[src/rtl/sync_fifo_if.sv]
// Producer/consumer handshake bundle for sync_fifo; overflow/underflow exist only with FIFO_ERR_FLAGS_EN.
// master = the block driving rd/wr/data_in, slave = the FIFO itself.
interface sync_fifo_if #(
    parameter int DATA_W = 8
);
    logic              rd;
    logic              wr;
    logic [DATA_W-1:0] data_in;
    logic [DATA_W-1:0] data_out;
    logic              full;
    logic              empty;
`ifdef FIFO_ERR_FLAGS_EN
    logic              overflow;
    logic              underflow;
`endif

    modport master (
        output rd,
        output wr,
        output data_in,
        input  data_out,
        input  full,
`ifdef FIFO_ERR_FLAGS_EN
        input  overflow,
        input  underflow,
`endif
        input  empty
    );

    modport slave (
        input  rd,
        input  wr,
        input  data_in,
        output data_out,
        output full,
`ifdef FIFO_ERR_FLAGS_EN
        output overflow,
        output underflow,
`endif
        output empty
    );
endinterface

[src/rtl/sync_fifo.sv]
// sync_fifo: single-clock DEPTH x DATA_W FIFO; FIFO_ERR_FLAGS_EN adds overflow/underflow pulses.
// Latency: data_out registered on the edge that accepts rd; a write is readable from the next edge.
// Backpressure: wr ignored while full, rd ignored while empty (no fall-through when empty).
module sync_fifo #(
    parameter int DATA_W = 8,
    parameter int DEPTH  = 16
) (
    input  logic       clock,
    input  logic       rst,
    sync_fifo_if.slave bus
);
    localparam int              ADDR_W   = $clog2(DEPTH);
    localparam logic [ADDR_W:0] FULL_CNT = (ADDR_W + 1)'(DEPTH);

    logic [DATA_W-1:0] mem [DEPTH];
    logic [ADDR_W-1:0] wptr;
    logic [ADDR_W-1:0] rptr;
    logic [ADDR_W:0]   count;
    logic [ADDR_W:0]   count_nxt;
    logic [DATA_W-1:0] dout_q;
    logic              full_q;
    logic              empty_q;
    logic              wr_ok;
    logic              rd_ok;

    // Each side is gated only by its own pre-edge flag.
    assign wr_ok = bus.wr && !full_q;
    assign rd_ok = bus.rd && !empty_q;

    always_comb begin
        count_nxt = count;
        case ({wr_ok, rd_ok})
            2'b10:   count_nxt = count + 1'b1;
            2'b01:   count_nxt = count - 1'b1;
            default: count_nxt = count;
        endcase
    end

    // Storage is deliberately left out of reset.
    always_ff @(posedge clock) begin
        if (wr_ok) begin
            mem[wptr] <= bus.data_in;
        end
    end

    always_ff @(posedge clock or posedge rst) begin
        if (rst) begin
            wptr    <= '0;
            rptr    <= '0;
            count   <= '0;
            dout_q  <= '0;
            full_q  <= 1'b0;
            empty_q <= 1'b1;
        end else begin
            if (wr_ok) begin
                wptr <= wptr + 1'b1;
            end
            if (rd_ok) begin
                rptr   <= rptr + 1'b1;
                dout_q <= mem[rptr];
            end
            count   <= count_nxt;
            full_q  <= (count_nxt == FULL_CNT);
            empty_q <= (count_nxt == '0);
        end
    end

    assign bus.data_out = dout_q;
    assign bus.full     = full_q;
    assign bus.empty    = empty_q;

`ifdef FIFO_ERR_FLAGS_EN
    logic ovf_q;
    logic unf_q;

    always_ff @(posedge clock or posedge rst) begin
        if (rst) begin
            ovf_q <= 1'b0;
            unf_q <= 1'b0;
        end else begin
            ovf_q <= bus.wr && full_q;
            unf_q <= bus.rd && empty_q;
        end
    end

    assign bus.overflow  = ovf_q;
    assign bus.underflow = unf_q;
`endif
endmodule

[src/flat_wrapper.sv]
// flat-port wrapper written by rule: the top's interface ports become plain ports
module sync_fifo_flat 
#(
    parameter int DATA_W = 8,
    parameter int DEPTH  = 16
)
  (clock, rst, bus_rd, bus_wr, bus_data_in, bus_data_out, bus_full, bus_empty);
  sync_fifo_if #(.DATA_W(DATA_W)) bus_i ();
  input  logic clock;
  input  logic rst;
  input wire logic [$bits(bus_i.rd)-1:0] bus_rd;
  input wire logic [$bits(bus_i.wr)-1:0] bus_wr;
  input wire logic [$bits(bus_i.data_in)-1:0] bus_data_in;
  output wire logic [$bits(bus_i.data_out)-1:0] bus_data_out;
  output wire logic [$bits(bus_i.full)-1:0] bus_full;
  output wire logic [$bits(bus_i.empty)-1:0] bus_empty;
  assign bus_i.rd = bus_rd;
  assign bus_i.wr = bus_wr;
  assign bus_i.data_in = bus_data_in;
  assign bus_data_out = bus_i.data_out;
  assign bus_full = bus_i.full;
  assign bus_empty = bus_i.empty;
  sync_fifo #(.DATA_W(DATA_W), .DEPTH(DEPTH)) u_core (.clock(clock), .rst(rst), .bus(bus_i));
endmodule
[config.mk]
export PLATFORM = sky130hd
export DESIGN_NAME = sync_fifo_flat
export DESIGN_NICKNAME = d
export VERILOG_FILES = /design/src/rtl/sync_fifo_if.sv /design/src/rtl/sync_fifo.sv /design/src/flat_wrapper.sv
export SDC_FILE = /design/constraint.sdc
export NUM_CORES = 1
export LEC_CHECK = 0
export ABC_CLOCK_PERIOD_IN_PS = 2350
export BUFFER_PORTS_ARGS = -buffer_cell sky130_fd_sc_hd__buf_2
export CORE_MARGIN = 3
export CORE_UTILIZATION = 30
export DETAILED_ROUTE_END_ITERATION = 8
export HOLD_SLACK_MARGIN = 0.02
export PLACE_DENSITY_LB_ADDON = 0.05
export SKIP_CTS_REPAIR_TIMING = 1
export SKIP_LAST_GASP = 1
export SLEW_MARGIN = 20
export SYNTH_ARGS = -nofsm -noshare
export SYNTH_HDL_FRONTEND = slang
export SYNTH_SLANG_ARGS = --single-unit
[constraint.sdc]
create_clock -name clock -period 2.35 [get_ports clock]
set_clock_uncertainty 0.05 [all_clocks]
set_input_delay 0.235 -clock clock [delete_from_list [all_inputs] [get_ports clock]]
set_output_delay 0.235 -clock clock [all_outputs]
set_load 0.01 [all_outputs]
==> impl_metrics.toml, run 1 <==
[outcome]
status = "finished with violations"
violations = "negative setup slack"

[job]
maxCapViolations = 0

[power]
power_switching_uw = 2880
p_leak_uw = 0.00258
p_per_area_nw_per_um2 = 1230
p_comb_share_pct = 31.4
ir_drop_mv = 0.474
intPower_uw = 6270
seqPwrFrac_pct = 39.4
switching_share_pct = 31.5
power_frac_clock_pct = 29.3

[synthesis]
synth_seq_cells = 151
synth_area_leaders = "edfxtp_1, mux4_2, dfrtp_1"
ys.warnings.count = 0
netlist_instances = 322
ys_async_sr_fraction_pct = 15.2
seq_area_frac_synth_pct = 72.0
synth_common_cells = "edfxtp_1, mux4_2, dfrtp_1, and2_1, nor3_1"
ys.flop_type = "edfxtp_1"
synth_edf_count = 128
yosys.cell_types.count = 44
netlist_area_um2 = 6140
synth_most_common_cell = "edfxtp_1"
synth.largest_area_cell = "edfxtp_1"
yosysTopAreaCellShare_pct = 62.6
syn_nets = 341
avgSynthCellArea_um2 = 19.1

[finish]
drive_gt1_share_pct = 37.0
diodes = 0
area_growth_pct = 21.3
n_fill_cell = 1868
layout.nets = 401

[routing]
post-route-drc-count = 0
drt_iter0_markers = 225
drt_wl_total_um = 13800
first_pass_iters = 4
dr_total_vias = 3075
drtAntennaViolNets = 0
wl_per_cell_um = 20.9
viasPerCell = 4.66

[timing]
fin_crit_sh_pct = 103
hold_violations = 0
timing.final.max_slew_violations = 0
grt_setup_unrepaired = "true"
slew_headroom_pct = 62.8
worst_pin_slew_ns = 0.558
hold_ws_ns = 0.146
setup_slack_ns = -0.0679
finalCriticalPeriod_ns = 2.42
setup_viol_count_final = 1
clock.fmax_mhz = 414

[clock_tree]
cts_tree = "built"
numCtsBuffers = 17
clk_pin_slew_ns = 0.07
cts.sinks = 151
clk_latency_ns = 0.42
cts.path.max_buffers = 2
clockRootBuffer = "clkbuf_16"
htree_num_levels = 4

[worst_setup_path]
arrival_ns = 2.69
regToRegStartpoint = "u_core.bus.empty$_DFF_PP1_"
startpoint_type = "flip-flop"
r2r-end = "u_core.bus.full$_DFF_PP0_"
cp.required_ns = 2.62
r2r.worst_path.cells = 10
r2r_slack_ns = -0.07
end_kind = "flip-flop"
critPathKind = "flip-flop to flip-flop"
critPathMaxFanout = 4

[global_routing]
antenna_found_initial = 0
grt_pass1_vias = 3312
overflow = 0
grt_pass1_wl_um = 20800
grt_max_degree = 36
grt_usage_pct = 13.2

[min_path]
worstHoldEndpoint = "u_core.mem[10][5]$_DFFE_PP_"
hold_path_depth = 1
hold_path.class = "input port to flip-flop"
worstHoldStart = "bus_data_in[5]"

[floorplan]
die_area_um2 = 22200
ios = 22
die_x_um = 149
num_rows = 51
fp.dieH_um = 149
core_area_um2 = 19800
initial_core_util_pct = 31.0

[placed_design]
gp_congestion = 0.716
dp_hpwl_um = 8660
dp_slack_ns = -0.0737
port_buffers = 21
-- metrics by stage --
stage / power [uW] / utilization, % / cells / cell area [um2] / TNS (ns)
6_report: 9150 / 37.6 / 660 / 7440 / -0.0679
2_1_floorplan: 5480 / - / 322 / 6170 / -0.0226
3_3_place_gp: 6520 / 34.4 / 625 / 6810 / -0.0288
4_1_cts: 9240 / 37.4 / 657 / 7400 / -0.157
5_1_grt: 9690 / 37.6 / 660 / 7440 / -0.346
3_5_place_dp: 6520 / 34.4 / 625 / 6810 / -0.0984
-- kinds of logic after synthesis --
logic type,synth area share [%]
AO/OA/AOI/OAI,2.83
buffers and inverters,1.63
AND/OR/NAND/NOR,5.77
XOR/XNOR,1.43
flip-flops,72.0
adder cells (fa/ha/maj),1.43
multiplexers,14.9
-- registers in the layout, summed over array words and instances, names as in the netlist --
signal	cells
u_core.rptr	4
u_core.bus.data_out	8
u_core.mem	128
u_core.bus.full	1
u_core.bus.empty	1
u_core.count	5
u_core.wptr	4
-- area by class of cell --
type	instances	area (um2)	area share, %
multi-input combinational	147	1660	22.3
sequential	151	4420	59.4
clock buffer	17	425	5.71
inverter	7	31.3	0.420
timing repair buffer	58	410	5.51
clock inverter	15	161	2.17
tap	265	332	4.45
-- placed cells by master, fill, tap and decap left out, types with 2 or more instances in the layout --
cell / n
buf_4: 34
o21ai_0: 2
ha_1: 6
and3_1: 2
mux2_2: 9
buf_12: 2
dfrtp_1: 21
inv_1: 5
clkinv_4: 2
edfxtp_1: 128
a221o_1: 8
nor4b_2: 2
nand4_1: 4
nor2_1: 2
a31oi_1: 2
inv_6: 7
nor3_1: 11
mux4_2: 32
inv_8: 2
buf_2: 21
clkbuf_16: 17
nand2_1: 9
xnor2_1: 8
nor3b_1: 3
mux2i_1: 9
and2_1: 17
clkinvlp_4: 3
-- power by group through the flow --
stage	combinational, uW	sequential, uW	clock (uW)
after floorplan	1900	3580	0
after global placement	2870	3650	0
after CTS	2880	3600	2760
after detailed placement	2870	3650	0
after global routing	3160	3650	2890
final	2870	3600	2680
-- how the worst max path moves through the flow --
stage | startpoint | to | slack (ns)
2_1_floorplan | u_core.bus.empty$_DFF_PP1_ | u_core.bus.full$_DFF_PP0_ | -0.02
3_3_place_gp | u_core.bus.empty$_DFF_PP1_ | u_core.bus.full$_DFF_PP0_ | -0.02
3_5_place_dp | u_core.bus.empty$_DFF_PP1_ | u_core.bus.full$_DFF_PP0_ | -0.07
4_1_cts | u_core.bus.empty$_DFF_PP1_ | u_core.bus.full$_DFF_PP0_ | -0.10
5_1_grt | u_core.bus.empty$_DFF_PP1_ | u_core.bus.full$_DFF_PP0_ | -0.18
6_report | u_core.bus.empty$_DFF_PP1_ | u_core.bus.full$_DFF_PP0_ | -0.07
-- critical path, stage by stage (launching register included) --
cell and delay (ns):
dfstp_2 0.53, nand2b_4 0.14, inv_6 0.04, nand2_4 0.06
xnor2_2 0.12, ha_4 0.18, a21oi_2 0.04, or3_4 0.34
a2111o_1 0.36, a31o_1 0.23, nor4b_2 0.23
-- layer usage --
layer | share of wire, % | global-route usage, % | up-vias | routed length [um]
met5 | 0 | 0 | - | 0
met4 | 0.99 | 3.98 | 0 | 137
met3 | 3.1 | 3.22 | 9 | 424
met2 | 49 | 20.5 | 32 | 6700
met1 | 47 | 18.6 | 1616 | 6540
li1 | - | - | 1418 | -
Note: power is estimated with default switching activity, not from simulation.
==> inputs of run 2 (changes only) <==
ABC_AREA = 1   (was unset)
==> run 2 against run 1 <==
  * The flow now finishes without violations
  * Synthesized cell count up 55%
  * Wire length is 16% higher
  * Setup slack improved by 0.36 ns
  * First-iteration DRC count increased by 21%
  * Critical endpoint unchanged
  * Critical path depth rose by 1
  * Sequential power barely moved
  * Combinational power rose by 7.7%
==> impl_metrics.toml, run 2 <==
[timing]
hold_violations = 0
slew_headroom_pct = 43.4
grt_setup_unrepaired = "false"
finalCriticalPeriod_ns = 2.06
clock.fmax_mhz = 486
fin_crit_sh_pct = 87.5
setup_viol_count_final = 0
finalSetupTns_ns = 0
worst_pin_slew_ns = 0.849
timing.final.max_slew_violations = 0

[finish]
diodes = 0
drive_gt1_share_pct = 18.6
top_register = "u_core.mem"
largest_register_ff_count = 128
n_fill_cell = 2015
area_growth_pct = 18.9
fin_area_um2 = 7400
post-route-util_pct = 36.5
layout.nets = 571
mostFrequentLayoutCells = "edfxtp_1, nand2_1, nor2_1, buf_4, o21ai_0"
layout_commonest_cell = "edfxtp_1"

[floorplan]
num_rows = 52
die_x_um = 150
ios = 22
die_area_um2 = 22500
fp.dieH_um = 150
core_area_um2 = 20300
initial_core_util_pct = 30.7

[placed_design]
port_buffers = 21
dp_hpwl_um = 10600
gp_congestion = 0.765
post_dp_cell_area_um2 = 6810

[synthesis]
netlist_area_um2 = 6230
synth_edf_count = 128
netlist_instances = 499
yosysTopAreaCellShare_pct = 61.7
yosys.cell_types.count = 33
synth_common_cells = "edfxtp_1, nand2_1, nor2_1, o21ai_0, a21oi_1"
synth_area_leaders = "edfxtp_1, dfrtp_1, nand2_1"
ys.flop_type = "edfxtp_1"
seq_area_frac_synth_pct = 71.0
avgSynthCellArea_um2 = 12.5
syn_nets = 518
ys.warnings.count = 0
synth.largest_area_cell = "edfxtp_1"
synth_most_common_cell = "edfxtp_1"
synth_seq_cells = 151
ys_async_sr_fraction_pct = 15.2

[routing]
drt_wl_total_um = 16100
drt_iter0_markers = 272
dr_total_vias = 3938
wl_per_cell_um = 19.3
viasPerCell = 4.72
drtAntennaViolNets = 0
first_pass_iters = 4
post-route-drc-count = 0

[global_routing]
grt_pass1_vias = 3986
antenna_found_initial = 0
grt_pass1_wl_um = 25000
overflow = 0
grt_usage_pct = 15.3
grt_max_degree = 67

[worst_setup_path]
r2r-end = "u_core.bus.full$_DFF_PP0_"
path_common_cell = "nand2_1"
crit_chain = "nor2_8, nand2_4, nand2_1, nand2_1, ha_1, nand2_1, nand2_1, or2_1, nor2_2, nand3_2, nor2_2"
startpoint_type = "flip-flop"
crit_path_max_incr_delay_ns = 0.39
cp.required_ns = 2.65
r2r_slack_ns = 0.29
r2r.worst_path.cells = 11
slowest_stage = "dfstp_2"
critPathMaxFanout = 18
critPathKind = "flip-flop to flip-flop"
arrival_ns = 2.35
end_kind = "flip-flop"
regToRegStartpoint = "u_core.bus.empty$_DFF_PP1_"

[job]
maxCapViolations = 0

[min_path]
worstHoldEndpoint = "u_core.mem[15][4]$_DFFE_PP_"
worstHoldStart = "bus_data_in[4]"
hold_path.class = "input port to flip-flop"
hold_path_depth = 1

[clock_tree]
cts.sinks = 151
numCtsBuffers = 17
clk_latency_ns = 0.41
cts.path.max_buffers = 2
htree_num_levels = 4
clockRootBuffer = "clkbuf_16"
clk_pin_slew_ns = 0.06
cts_tree = "built"

[power]
p_leak_uw = 0.00278
ir_drop_mv = 0.537
p_per_area_nw_per_um2 = 1270

[outcome]
status = "finished clean"
## run 2: cell types whose count changed after synthesis, sizes merged, moves of 17 or more
cell / previous run / this run
o21ai: 2 / 51
mux4: 32 / 0
a21oi: 2 / 24
nand2: 10 / 108
nor2: 2 / 53
and2: 17 / 0
## run 2: layer usage
metal	GRT usage (%)	up-vias	share of wire [%]
li1	-	1874	-
met1	21.9	2007	50
met2	23.7	47	47
met3	3.51	10	2.5
met4	3.34	0	0.85
met5	0	-	0
## run 2: kinds of logic after synthesis
group / share of synthesized area [%]
adders and majority gates: 1.41
and+or+nand+nor: 12.1
DFF: 71.0
buffers and inverters: 3.19
AOI/OAI and AO/OA: 8.72
muxes: 2.57
xor gates and xnor gates: 0.985
## run 2: how the worst max path moves through the flow
stage / endpoint / start
after global placement: u_core.bus.full$_DFF_PP0_ / u_core.bus.empty$_DFF_PP1_
final: u_core.bus.full$_DFF_PP0_ / u_core.bus.empty$_DFF_PP1_
after CTS: u_core.bus.full$_DFF_PP0_ / u_core.bus.empty$_DFF_PP1_
after detailed placement: u_core.bus.full$_DFF_PP0_ / u_core.bus.empty$_DFF_PP1_
after floorplan: u_core.bus.full$_DFF_PP0_ / u_core.bus.empty$_DFF_PP1_
after global routing: u_core.bus.full$_DFF_PP0_ / u_core.bus.empty$_DFF_PP1_
## run 2: report_power, final
group | internal, uW | switching, uW | leakage [uW]
clock | 1660 | 1060 | 0.000271
combinational | 1030 | 2060 | 0.00107
sequential | 3340 | 226 | 0.00143
total | 6030 | 3350 | 0.00278
## run 2: area by class of cell
class | count | area, um2 | share of cell area, %
tap | 270 | 338 | 4.56
sequential | 151 | 4420 | 59.7
clock inverter | 14 | 159 | 2.15
inverter | 21 | 80.1 | 1.08
clock buffer | 18 | 429 | 5.80
multi-input combinational | 307 | 1610 | 21.7
timing repair buffer | 54 | 368 | 4.97
## run 2: per-stage QoR
step	total power [uW]	worst slack [ns]	std cells	hold slack [ns]
finish	9380	0.293	835	0.187
global route	9970	0.123	835	0.187
CTS	9470	0.293	834	-0.0446
detailed placement	6740	0.310	802	0.404
global placement	6750	0.353	802	0.387
floorplan	5580	0.364	499	0.186
## run 2: worst max-delay path, delay by kind of cell, from the launching register on
| family | cells | cell delay [ns] |
|---|---|---|
| and+or+nand+nor | 10 | 1.26 |
| adders and majority gates | 1 | 0.29 |
| DFF | 1 | 0.39 |
==> inputs of run 3 (changes only) <==
CORE_MARGIN = 2   (was 3)
==> run 3 against run 2 <==
  * Setup slack better by 0.058 ns
  * Combinational power is 3% lower
  * Cell area is 0.47% lower
  * Sequential power is 1% higher
  * Non-clock buffer count is 6 lower
  * Critical endpoint unchanged
  * Largest cell class unchanged
  * Highest routed layer unchanged
==> impl_metrics.toml, run 3 (same netlist as run 2, synthesis figures left out) <==
[finish]
top_register = "u_core.mem"
area_growth_pct = 18.3
diodes = 0
seq_area_um2 = 4420
layout.nets = 565
fin_area_um2 = 7370
largest_register_ff_count = 128
mostFrequentLayoutCells = "edfxtp_1, nand2_1, nor2_1, o21ai_0"
multiInputGateArea_um2 = 1610
n_fill_cell = 2024
drive_gt1_share_pct = 17.0
layout_commonest_cell = "edfxtp_1"

[global_routing]
grt_usage_pct = 15.9
grt_pass1_wl_um = 25200
antenna_found_initial = 0
grt_max_degree = 37
overflow = 0
grt_pass1_vias = 4011

[timing]
slew_headroom_pct = 48.2
finalSetupTns_ns = 0
fin_crit_sh_pct = 85.1
finalCriticalPeriod_ns = 2.00
worst_pin_slew_ns = 0.776
clock.fmax_mhz = 500
setup_viol_count_final = 0
timing.final.max_slew_violations = 0
grt_setup_unrepaired = "false"
hold_ws_ns = 0.201
hold_violations = 0

[outcome]
status = "finished clean"

[power]
power_frac_clock_pct = 29.3
power_switching_uw = 3340
p_per_area_nw_per_um2 = 1270
p_leak_uw = 0.00276
switching_share_pct = 35.7
intPower_uw = 6010
finalPower_uw = 9350
p_comb_share_pct = 32.0
seqPwrFrac_pct = 38.8
ir_drop_mv = 0.507

[worst_setup_path]
crit_chain = "nor2_8, nand2_4, nand2_1, nand2_1, ha_1, nand2_1, nand2_1, or2_1, nor2_2, nand3_2, nor2_2"
slowest_stage = "dfstp_2"
arrival_ns = 2.30
path_common_cell = "nand2_1"
worst-path-buf-inv = 0
cp_top_family = "simple AND/OR/NAND/NOR gates"
cp.required_ns = 2.65
startpoint = "u_core.bus.empty$_DFF_PP1_"
critPathKind = "flip-flop to flip-flop"
end_kind = "flip-flop"
regToRegStartpoint = "u_core.bus.empty$_DFF_PP1_"
critPathMaxFanout = 18
crit_path_max_incr_delay_ns = 0.39
startpoint_type = "flip-flop"

[routing]
dr_total_vias = 3864
first_pass_iters = 5
drtAntennaViolNets = 0
drt_iter0_markers = 252
post-route-drc-count = 0
drt_wl_total_um = 16600
viasPerCell = 4.66
wl_per_cell_um = 20.0

[floorplan]
die_x_um = 148
fp.dieH_um = 148
die_area_um2 = 21900
core_area_um2 = 20300
ios = 22
initial_core_util_pct = 30.7
num_rows = 52

[clock_tree]
cts.sinks = 151
clk_latency_ns = 0.42
cts_tree = "built"
cts.path.max_buffers = 2
numCtsBuffers = 17
clockRootBuffer = "clkbuf_16"
clk_pin_slew_ns = 0.06
htree_num_levels = 4

[placed_design]
port_buffers = 21
dp_hpwl_um = 10800
gp_congestion = 0.753
post_dp_cell_area_um2 = 6770

[min_path]
worstHoldStart = "bus_data_in[5]"
hold_path.class = "input port to flip-flop"

[job]
maxCapViolations = 0
[run 3: cell types whose count changed in the layout (fill, tap and decap cells not counted), sizes merged]
cell      delta
buf          -6
clkbuf       +5
clkinv       -1
clkinvlp     -4
[run 3: final timing paths]
| kind | end | cells after the start | slack [ns] |
|---|---|---|---|
| setup reg to reg | u_core.bus.full$_DFF_PP0_ | 11 | 0.35 |
| min in group asynchronous | u_core.bus.data_out[4]$_DFFE_PP0P_ | 3 | 0.45 |
| max in group asynchronous | u_core.rptr[3]$_DFFE_PP0P_ | 4 | 1.20 |
| hold / removal | u_core.mem[6][5]$_DFFE_PP_ | 1 | 0.20 |
| hold reg to reg | u_core.bus.data_out[7]$_DFFE_PP0P_ | 2 | 0.45 |
| setup / recovery | u_core.bus.full$_DFF_PP0_ | 11 | 0.35 |
[run 3: stage by stage]
stage / setup slack (ns) / std cells / util (%)
3_3_place_gp: 0.354 / 796 / 33.4
2_1_floorplan: 0.364 / 499 / -
4_1_cts: 0.324 / 828 / 36.2
3_5_place_dp: 0.332 / 796 / 33.4
6_report: 0.351 / 829 / 36.3
5_1_grt: 0.195 / 829 / 36.3
[run 3: layout make-up]
class / instances / area share (%)
flip-flops and latches: 151 / 60.0
multi-input cells: 307 / 21.8
clock buffers: 23 / 6.21
well taps: 270 / 4.58
repair buffers: 48 / 4.55
clock inverters: 9 / 1.73
inverters: 21 / 1.09
[run 3: power by group through the flow]
| stage | Sequential, uW | Clock [uW] | Combinational, uW |
|---|---|---|---|
| after floorplan | 3570 | 0 | 2000 |
| after global routing | 3670 | 2920 | 3350 |
| after global placement | 3680 | 0 | 3040 |
| final | 3620 | 2740 | 2990 |
| after CTS | 3620 | 2810 | 3050 |
| after detailed placement | 3670 | 0 | 3040 |
[run 3: routing by layer]
metal,routed length [um],global-route usage (%)
met1,8270,22.9
met2,7650,24.5
met3,511,3.71
met4,160,3.86
met5,0,0
